## src/rtl/uart_tx_module.sv

```systemverilog
// ----------------------------------------------------------------------------
// uart_tx_module
//
// Purpose:
//   UART transmitter with a small register-bus config register. Each byte is
//   sent as a start bit, eight data bits LSB first, an optional parity bit and
//   one or two stop bits. A bit lasts 16 pulses of the clk_16bd enable. The
//   config register is copied when a byte is accepted, so a write made during
//   a frame only affects the frames that follow it.
//
// Ports:
//   clk            system clock, the only clock in the block
//   rst            synchronous active-high reset
//   clk_16bd       1-cycle enable pulse at 16x the baud rate
//   tx_data        byte to send, sampled only when it is accepted
//   tx_valid       tx_data is offered for transmission
//   tx_ready       transmitter is idle and can accept a byte
//   Tx             serial line, idle high, driven from a register
//   busy           a frame is in progress (inverse of tx_ready)
//   address        register-bus address
//   data           register-bus write data (bit 3 is ignored)
//   valid          register-bus transaction strobe
//   ack            1-cycle pulse the cycle after an accepted write or read
//   data_out       read data, 4'h0 when no read response is active
//   data_out_valid read data valid
//
// Config register cfg[2:0]:
//   bit0 parity enable, bit1 odd parity (0 = even), bit2 two stop bits
// ----------------------------------------------------------------------------
module uart_tx_module #(
    parameter logic [3:0] CFG_ADDR = 4'hA,
    parameter logic [3:0] RD_ADDR  = 4'hB
) (
    input  logic       clk,
    input  logic       rst,
    input  logic       clk_16bd,
    input  logic [7:0] tx_data,
    input  logic       tx_valid,
    output logic       tx_ready,
    output logic       Tx,
    output logic       busy,
    input  logic [3:0] address,
    input  logic [3:0] data,
    input  logic       valid,
    output logic       ack,
    output logic [3:0] data_out,
    output logic       data_out_valid
);

    localparam logic [2:0] S_IDLE   = 3'd0;
    localparam logic [2:0] S_START  = 3'd1;
    localparam logic [2:0] S_DATA   = 3'd2;
    localparam logic [2:0] S_PARITY = 3'd3;
    localparam logic [2:0] S_STOP   = 3'd4;

    localparam logic [2:0] CFG_PAR_EN   = 3'd0;
    localparam logic [2:0] CFG_PAR_ODD  = 3'd1;
    localparam logic [2:0] CFG_TWO_STOP = 3'd2;

    logic [2:0] cfg;
    logic [2:0] cfg_snap;
    logic [2:0] state;
    logic [3:0] tick_cnt;
    logic [2:0] bit_idx;
    logic       second_stop;
    logic [7:0] data_q;
    logic       bit_end;
    logic       wr_hit;
    logic       rd_hit;

    // Only cfg[2:0] is architected; the top bus data bit is deliberately dropped.
    logic unused_data_msb;
    assign unused_data_msb = data[3];

    assign wr_hit = valid && (address == CFG_ADDR);
    assign rd_hit = valid && (address == RD_ADDR);

    // A bit ends on the pulse where the tick counter wraps from 15 to 0.
    assign bit_end = clk_16bd && (tick_cnt == 4'hF);

    assign tx_ready = (state == S_IDLE);
    assign busy     = ~tx_ready;

    // ------------------------------------------------------------------------
    // Register bus: config write, config read-back, registered ack.
    // Read data is forced to zero outside a response so it can be OR-combined
    // with other blocks on the same bus.
    // ------------------------------------------------------------------------
    // NOTE: sequential state is assigned with <= so every register samples the
    // pre-edge values; blocking = here would create order-dependent behaviour.
    always_ff @(posedge clk) begin
        if (rst) begin
            cfg            <= 3'b001;
            ack            <= 1'b0;
            data_out       <= 4'h0;
            data_out_valid <= 1'b0;
        end else begin
            ack            <= wr_hit || rd_hit;
            data_out       <= 4'h0;
            data_out_valid <= 1'b0;
            if (wr_hit) begin
                cfg <= data[2:0];
            end
            if (rd_hit) begin
                data_out       <= {1'b0, cfg};
                data_out_valid <= 1'b1;
            end
        end
    end

    // ------------------------------------------------------------------------
    // Transmit FSM. Tx is a register so the line never glitches.
    // ------------------------------------------------------------------------
    always_ff @(posedge clk) begin
        if (rst) begin
            state       <= S_IDLE;
            Tx          <= 1'b1;
            tick_cnt    <= 4'h0;
            bit_idx     <= 3'd0;
            second_stop <= 1'b0;
            data_q      <= 8'h00;
            cfg_snap    <= 3'b000;
        end else begin
            // The tick counter only runs inside a frame, so a pulse on the
            // acceptance cycle is not counted toward the start bit.
            if (state != S_IDLE && clk_16bd) begin
                tick_cnt <= tick_cnt + 4'd1;
            end

            case (state)
                S_IDLE: begin
                    Tx <= 1'b1;
                    if (tx_valid) begin
                        data_q      <= tx_data;
                        cfg_snap    <= cfg;
                        tick_cnt    <= 4'h0;
                        bit_idx     <= 3'd0;
                        second_stop <= 1'b0;
                        Tx          <= 1'b0;
                        state       <= S_START;
                    end
                end

                S_START: begin
                    if (bit_end) begin
                        Tx    <= data_q[0];
                        state <= S_DATA;
                    end
                end

                S_DATA: begin
                    if (bit_end) begin
                        // Index wraps back to 0 after bit 7.
                        bit_idx <= bit_idx + 3'd1;
                        if (bit_idx == 3'd7) begin
                            if (cfg_snap[CFG_PAR_EN]) begin
                                Tx    <= (^data_q) ^ cfg_snap[CFG_PAR_ODD];
                                state <= S_PARITY;
                            end else begin
                                Tx    <= 1'b1;
                                state <= S_STOP;
                            end
                        end else begin
                            Tx <= data_q[bit_idx + 3'd1];
                        end
                    end
                end

                S_PARITY: begin
                    if (bit_end) begin
                        Tx    <= 1'b1;
                        state <= S_STOP;
                    end
                end

                S_STOP: begin
                    if (bit_end) begin
                        if (cfg_snap[CFG_TWO_STOP] && !second_stop) begin
                            second_stop <= 1'b1;
                        end else begin
                            state <= S_IDLE;
                        end
                    end
                end

                default: begin
                    Tx    <= 1'b1;
                    state <= S_IDLE;
                end
            endcase
        end
    end

endmodule

```

## config.mk

```make
export PLATFORM = sky130hd
export DESIGN_NAME = uart_tx_module
export DESIGN_NICKNAME = d
export VERILOG_FILES = /design/src/rtl/uart_tx_module.sv
export SDC_FILE = /design/constraint.sdc
export NUM_CORES = 1
export LEC_CHECK = 0
export BUFFER_PORTS_ARGS = -buffer_cell sky130_fd_sc_hd__buf_2
export CAP_MARGIN = 15
export CORE_MARGIN = 4
export CORE_UTILIZATION = 45
export DETAILED_ROUTE_END_ITERATION = 16
export PLACE_DENSITY = 0.68
export SETUP_SLACK_MARGIN = 0.02
export SKIP_LAST_GASP = 1
export SLEW_MARGIN = 20
export SYNTH_ARGS = -nofsm -noshare
export SYNTH_HDL_FRONTEND = slang
export SYNTH_SLANG_ARGS = --single-unit
```

## constraint.sdc

```tcl
create_clock -name clk -period 4.75 [get_ports clk]
set_input_delay 0.2375 -clock clk [delete_from_list [all_inputs] [get_ports clk]]
set_output_delay 0.2375 -clock clk [all_outputs]
set_load 0.02 [all_outputs]
```

# Yosys cells after proc, flatten, opt, wreduce, memory -nomap -nowiden

Index checks and enable logic that the tools add are counted.

Register bits after elaboration: 32
Output and inout bits: 9

Add/subtract/negate cells: 2
Order comparisons: 1
Equal/unequal tests: 16
Multiplexer cells: 29
Bitwise operators: 4
Reductions and logical operators: 18

Operator list:

| cell                                                                   | number |
|---|---|
| 3-bit two-way mux                                                      | 10 |
| 2-bit != test (second input constant)                                  | 8 |
| 3-bit case mux with 5 select lines                                     | 1 |
| 4-bit equality test (second input constant)                            | 3 |
| 4-bit two-way mux                                                      | 3 |
| 1-bit two-way mux                                                      | 11 |
| 4-bit AND reduction                                                    | 2 |
| 8-bit XOR reduction                                                    | 1 |
| 7-bit AND reduction                                                    | 1 |
| 3-bit by 2-bit equality test with 1-bit output (second input constant) | 2 |
| 3-bit equality test (second input constant)                            | 2 |
| 3-bit case mux with 2 select lines                                     | 1 |
| 1-bit logical AND                                                      | 5 |
| 1-bit case mux with 5 select lines                                     | 1 |
| 4-bit by 1-bit adder with 4-bit output (second input constant)         | 1 |
| 3-bit by 4-bit < comparator with 1-bit output (second input constant)  | 1 |
| 2-bit nonzero test                                                     | 2 |
| 3-bit by 1-bit adder with 3-bit output (second input constant)         | 1 |
| 1-bit binary-select mux with 3-bit select                              | 1 |
| 3-bit by 1-bit equality test with 1-bit output (second input constant) | 1 |
| 3-bit zero test                                                        | 1 |
| 1-bit inverter                                                         | 3 |
| 3-bit AND reduction                                                    | 1 |
| 3-bit nonzero test                                                     | 1 |
| 6 further kinds                                                        | 6 |

# Logic depth before layout (Yosys ltp)

Depth after elaboration: 6
Gate-level depth with buffers: 8
Depth with buffers taken out: 7

# Worst setup path before layout

Ideal clock, no wire load.

Path kind: reg-to-reg
From: reg bit_idx[0]
To: reg Tx
Library setup time: 0.124 ns
Arrival time: 1.702 ns
Slack: 2.923 ns
Stages on the path, launching flop included: 7
Path buffers: 0
Period minus slack after synthesis: 1.827 ns
Path through: dfxtp_1 > ha_1 > mux4_2 > nor2b_1 > a211o_1 > o211ai_1 > a31oi_1

Longest elaborated chain between the ends: 6
Elaborated cells between the ends (all ways): 7
Those cells by class: add/sub (1); eq/ne (1); mux (5)

RTL lines:

| element                                   | line | source |
|---|---|---|
| start, declared                           | 64   | `logic [2:0] bit_idx;` |
| start signal, assigned                    | 154  | `bit_idx <= bit_idx + 3'd1;` |
| 3-bit by 1-bit adder with 3-bit output    | 164  | `Tx <= data_q[bit_idx + 3'd1];` |
| 1-bit binary-select mux with 3-bit select | 164  |  |
| 1-bit two-way mux (not written as such)   | 164  |  |
| 1-bit two-way mux *                       | 155  | `if (bit_idx == 3'd7) begin` |
| 1-bit two-way mux *                       | 152  | `if (bit_end) begin` |
| 1-bit case mux with 5 select lines *      | 130  | `case (state)` |
| end signal, assigned                      | 146  | `Tx <= data_q[0];` |
| end signal, assigned                      | 157  | `Tx <= (^data_q) ^ cfg_snap[CFG_PAR_ODD];` |
| end signal, assigned                      | 164  |  |
| end, declared                             | 40   | `output logic Tx,` |

Every way passes the cells marked *; elsewhere a longest branch is shown, timed or not. The select of a mux whose other input is x is not followed.
A chain may end at the register's enable or synchronous reset.

# Worst setup path after layout

Ends and elaborated chain as after synthesis.

==> impl_results.md <==
* RSZ-0062 raised after global routing: no
* Maximum vdd drop at between 0.00015 and 0.0002 V
* Post-route ant nets at 0
* Drt first pass iters at 4
* Worst reg-to-reg path cell count at 6
* Endpoints failing setup at 0
* Setup Fix Bufs, Post-CTS at 0
* Placed Instances at between 200 and 250
* Routed WL per cell at ~13 um
* Comb pwr share at 14.0%
* RR Startpoint: bit_idx[0]$_SDFFE_PP0P_
* Hpwl dp at 2240 um
* Resize count post-CTS at 0
* GPL Wtd Cong at around 0.85
* Antenna cells at 0
* Worst slew pin tran at roughly 540 ps
* CP Launch Type: flop
* Sw frac at between 20% and 30%
* Pins over their slew limit at 0
* Launch point of the worst hold path: data[0]
* TritonCTS clock tree: yes
* Clock Skew at 5.39 ps
* Uppermost layer routed: met4
* DRT met1 WL at about 1300 um
* Netlist cell types at 42
* WP data arrival at about 2200 ps
* First-pass GRT wire length at 5400 um
* Hold path depth at 2
* Total die area at 4340 um^2
* CP max FO at 4
* Fin. Hold Viols at 0
* Fin crit share at approximately two fifths
* Htree depth at 2
* Sink Count at 31
* Final wirelength at 3070 um
* Chip Width at about 66 um
* Seq/Total Area, Yosys at between 40% and 50%
* Net Count, Synth at roughly 200
* DRT iter0 DRCs at 134
* Port Buffers at 27
* Final Util at between 50% and 60%
* Setup crit start: bit_idx[0]$_SDFFE_PP0P_
* Root buf cell: clkbuf_4
* CTS Buf Count at 5
* Worst-path clk slew at about 100 ps
* Syn Inst Count at 171
* Sw Pwr at 0.000150 W
* Core area at around 3100 um^2
* Worst Path Required at approximately 5000 ps
* Internal at about 0.00047 W
* Hold Path Class: in2reg
* Layout cells sized above 1 at roughly 23%
* Overflow after GRT at 0
* WS Path Type: reg2reg
* Hold-fix buffers at CTS at 0
* Max Cap Viol at 0
* Row count at 20
* Part of the power in registers at ~45%
* Number of synthesized flops with an enable pin at 0
* Clock Tree Buf Depth at 2
* Critical path endpoint category: flop
* Clock power share at about 40%
* Met2 WL at ~1500 um
* P per Cell Area at roughly 360 nW/um^2
* #FFs+latches synth at 31
* YS warnings at 0
* Total GRT Usage at 16.2%
* Post-layout nets at 218
* Slew headroom at 64.0%
* Initial Util at approximately half
* Final min period at between 1500 and 2000 ps
* Vert. Die Dim at 65.9 um
* Antenna violations before repair at 0
* Mapped Area at roughly 1500 um^2
* Via count at 1284
* Vias in the first global route at between 1000 and 1500
* Non-filler instance count after layout at ~240
* Static Leak at a little over 0.7 nW
* Top-Level Pins at 30
* Setup TNS at 0 ps
* Ys async rst share at 0%
* P&R area growth vs syn at 14.6%
* Synth Area per Inst at 8.81 um^2
* Top_reg_cell synth: dfxtp_1
* Metal3 WL at between 150 and 200 um
* DR vias/cell at between 5 and 6
* Max Clk Rate at between 0.5 and 0.6 GHz
* Largest net degree at the start of global routing at 28
* Number of remaining DRC errors at 0
* Status: finished, final reports clean
* Worst-skew pair later-pin latency at 340 ps
==> synth_stat cells (2+ instances only) <==
| master | count | area [um^2] |
|---|---|---|
| a211o_1 | 4 | 35.0 |
| a21oi_1 | 14 | 70.1 |
| a21oi_2 | 3 | 26.3 |
| a22oi_1 | 3 | 22.5 |
| a2bb2oi_1 | 2 | 17.5 |
| a31oi_1 | 2 | 12.5 |
| and3_1 | 3 | 18.8 |
| buf_2 | 3 | 15.0 |
| buf_6 | 3 | 33.8 |
| clkbuf_1 | 4 | 15.0 |
| dfxtp_1 | 31 | 621 |
| ha_1 | 3 | 37.5 |
| inv_1 | 2 | 7.51 |
| mux2i_1 | 5 | 50.1 |
| mux4_2 | 2 | 45.0 |
| nand2_1 | 30 | 113 |
| nand4_1 | 2 | 12.5 |
| nor2_1 | 20 | 75.1 |
| nor2b_1 | 2 | 12.5 |
| nor3_1 | 4 | 20.0 |
| o21ai_0 | 3 | 15.0 |
| xnor2_1 | 6 | 52.6 |
==> registers in the layout, summed over array words and instances, names as in the netlist <==
name	flops
data_q	8
tick_cnt	4
bit_idx	3
cfg	3
cfg_snap	3
data_out	3
state	3
Tx	1
ack	1
data_out_valid	1
second_stop	1
==> final cells by class <==
class                   instances  area, um^2
fillers                       299        1400
multi-input cells             126         798
flip-flops and latches         31         621
repair buffers                 27         135
clock inverters                 2        60.1
well taps                      44        55.1
clock buffers                   6        41.3
inverters                       3        16.3
==> cell families (layout without fill, tap and decap cells) <==
| kind of cell | Yosys count | count (layout) | synth area share [%] |
|---|---|---|---|
| and+or+nand+nor | 71 | 71 | 22.4 |
| buffers and inverters | 14 | 38 | 5.81 |
| xor gates and xnor gates | 8 | 8 | 5.56 |
| adders and majority gates | 3 | 3 | 2.49 |
| other | 1 | 1 | 0.249 |
| DFF | 31 | 31 | 41.2 |
| muxes | 7 | 7 | 6.31 |
| AOI/OAI and AO/OA | 36 | 36 | 15.9 |
==> power groups by stage <==
| stage | registers [W] | logic [W] | clock network, W |
|---|---|---|---|
| 3_5_place_dp | 0.000286 | 0.0000883 | 0 |
| 5_1_grt | 0.000283 | 0.0000964 | 0.000272 |
| 4_1_cts | 0.000280 | 0.0000881 | 0.000259 |
| 3_3_place_gp | 0.000285 | 0.0000850 | 0 |
| 2_1_floorplan | 0.000283 | 0.0000747 | 0 |
| 6_report | 0.000280 | 0.0000874 | 0.000255 |
==> routing by layer <==
layer | up-vias | track usage [%]
met5 | - | 0
met4 | 0 | 8.29
met3 | 7 | 3.91
met2 | 44 | 27.0
met1 | 591 | 19.1
li1 | 642 | -
==> placed cells by master (no fill, tap or decap), types with 3 or more instances in the layout <==
cell	instances
a211o_1	4
a21oi_1	14
a21oi_2	3
a22oi_1	3
and3_1	3
buf_2	27
clkbuf_4	5
dfxtp_1	31
ha_1	3
mux2i_1	5
nand2_1	30
nor2_1	20
nor3_1	4
o21ai_0	3
xnor2_1	6
==> critical path, cell delays in order, from the launching register on <==
cell and delay (ps):
dfxtp_1 360, ha_1 370, mux4_2 500, nor2b_1 140, a211o_1 270, o211ai_1 80
a31oi_1 100
==> final timing paths <==
path         slack (ps)                       end
max reg2reg        2830           Tx$_SDFFE_PP1P_
min reg2reg         450  second_stop$_SDFFE_PP0P_
max                2830           Tx$_SDFFE_PP1P_
min                 120       cfg[0]$_SDFFE_PP1P_
==> per-stage QoR <==
| step | power, W | setup WS (ps) | hold slack (ps) | area (um^2) |
|---|---|---|---|---|
| 2_1_floorplan | 0.000357 | 2920 | 355 | 1510 |
| 3_3_place_gp | 0.000370 | 2860 | 435 | 1630 |
| 3_5_place_dp | 0.000375 | 2830 | 447 | 1630 |
| 4_1_cts | 0.000628 | 2820 | 106 | 1730 |
| 5_1_grt | 0.000651 | 2760 | 109 | 1730 |
| 6_report | 0.000623 | 2830 | 117 | 1730 |
(Power assumes the default switching activity.)
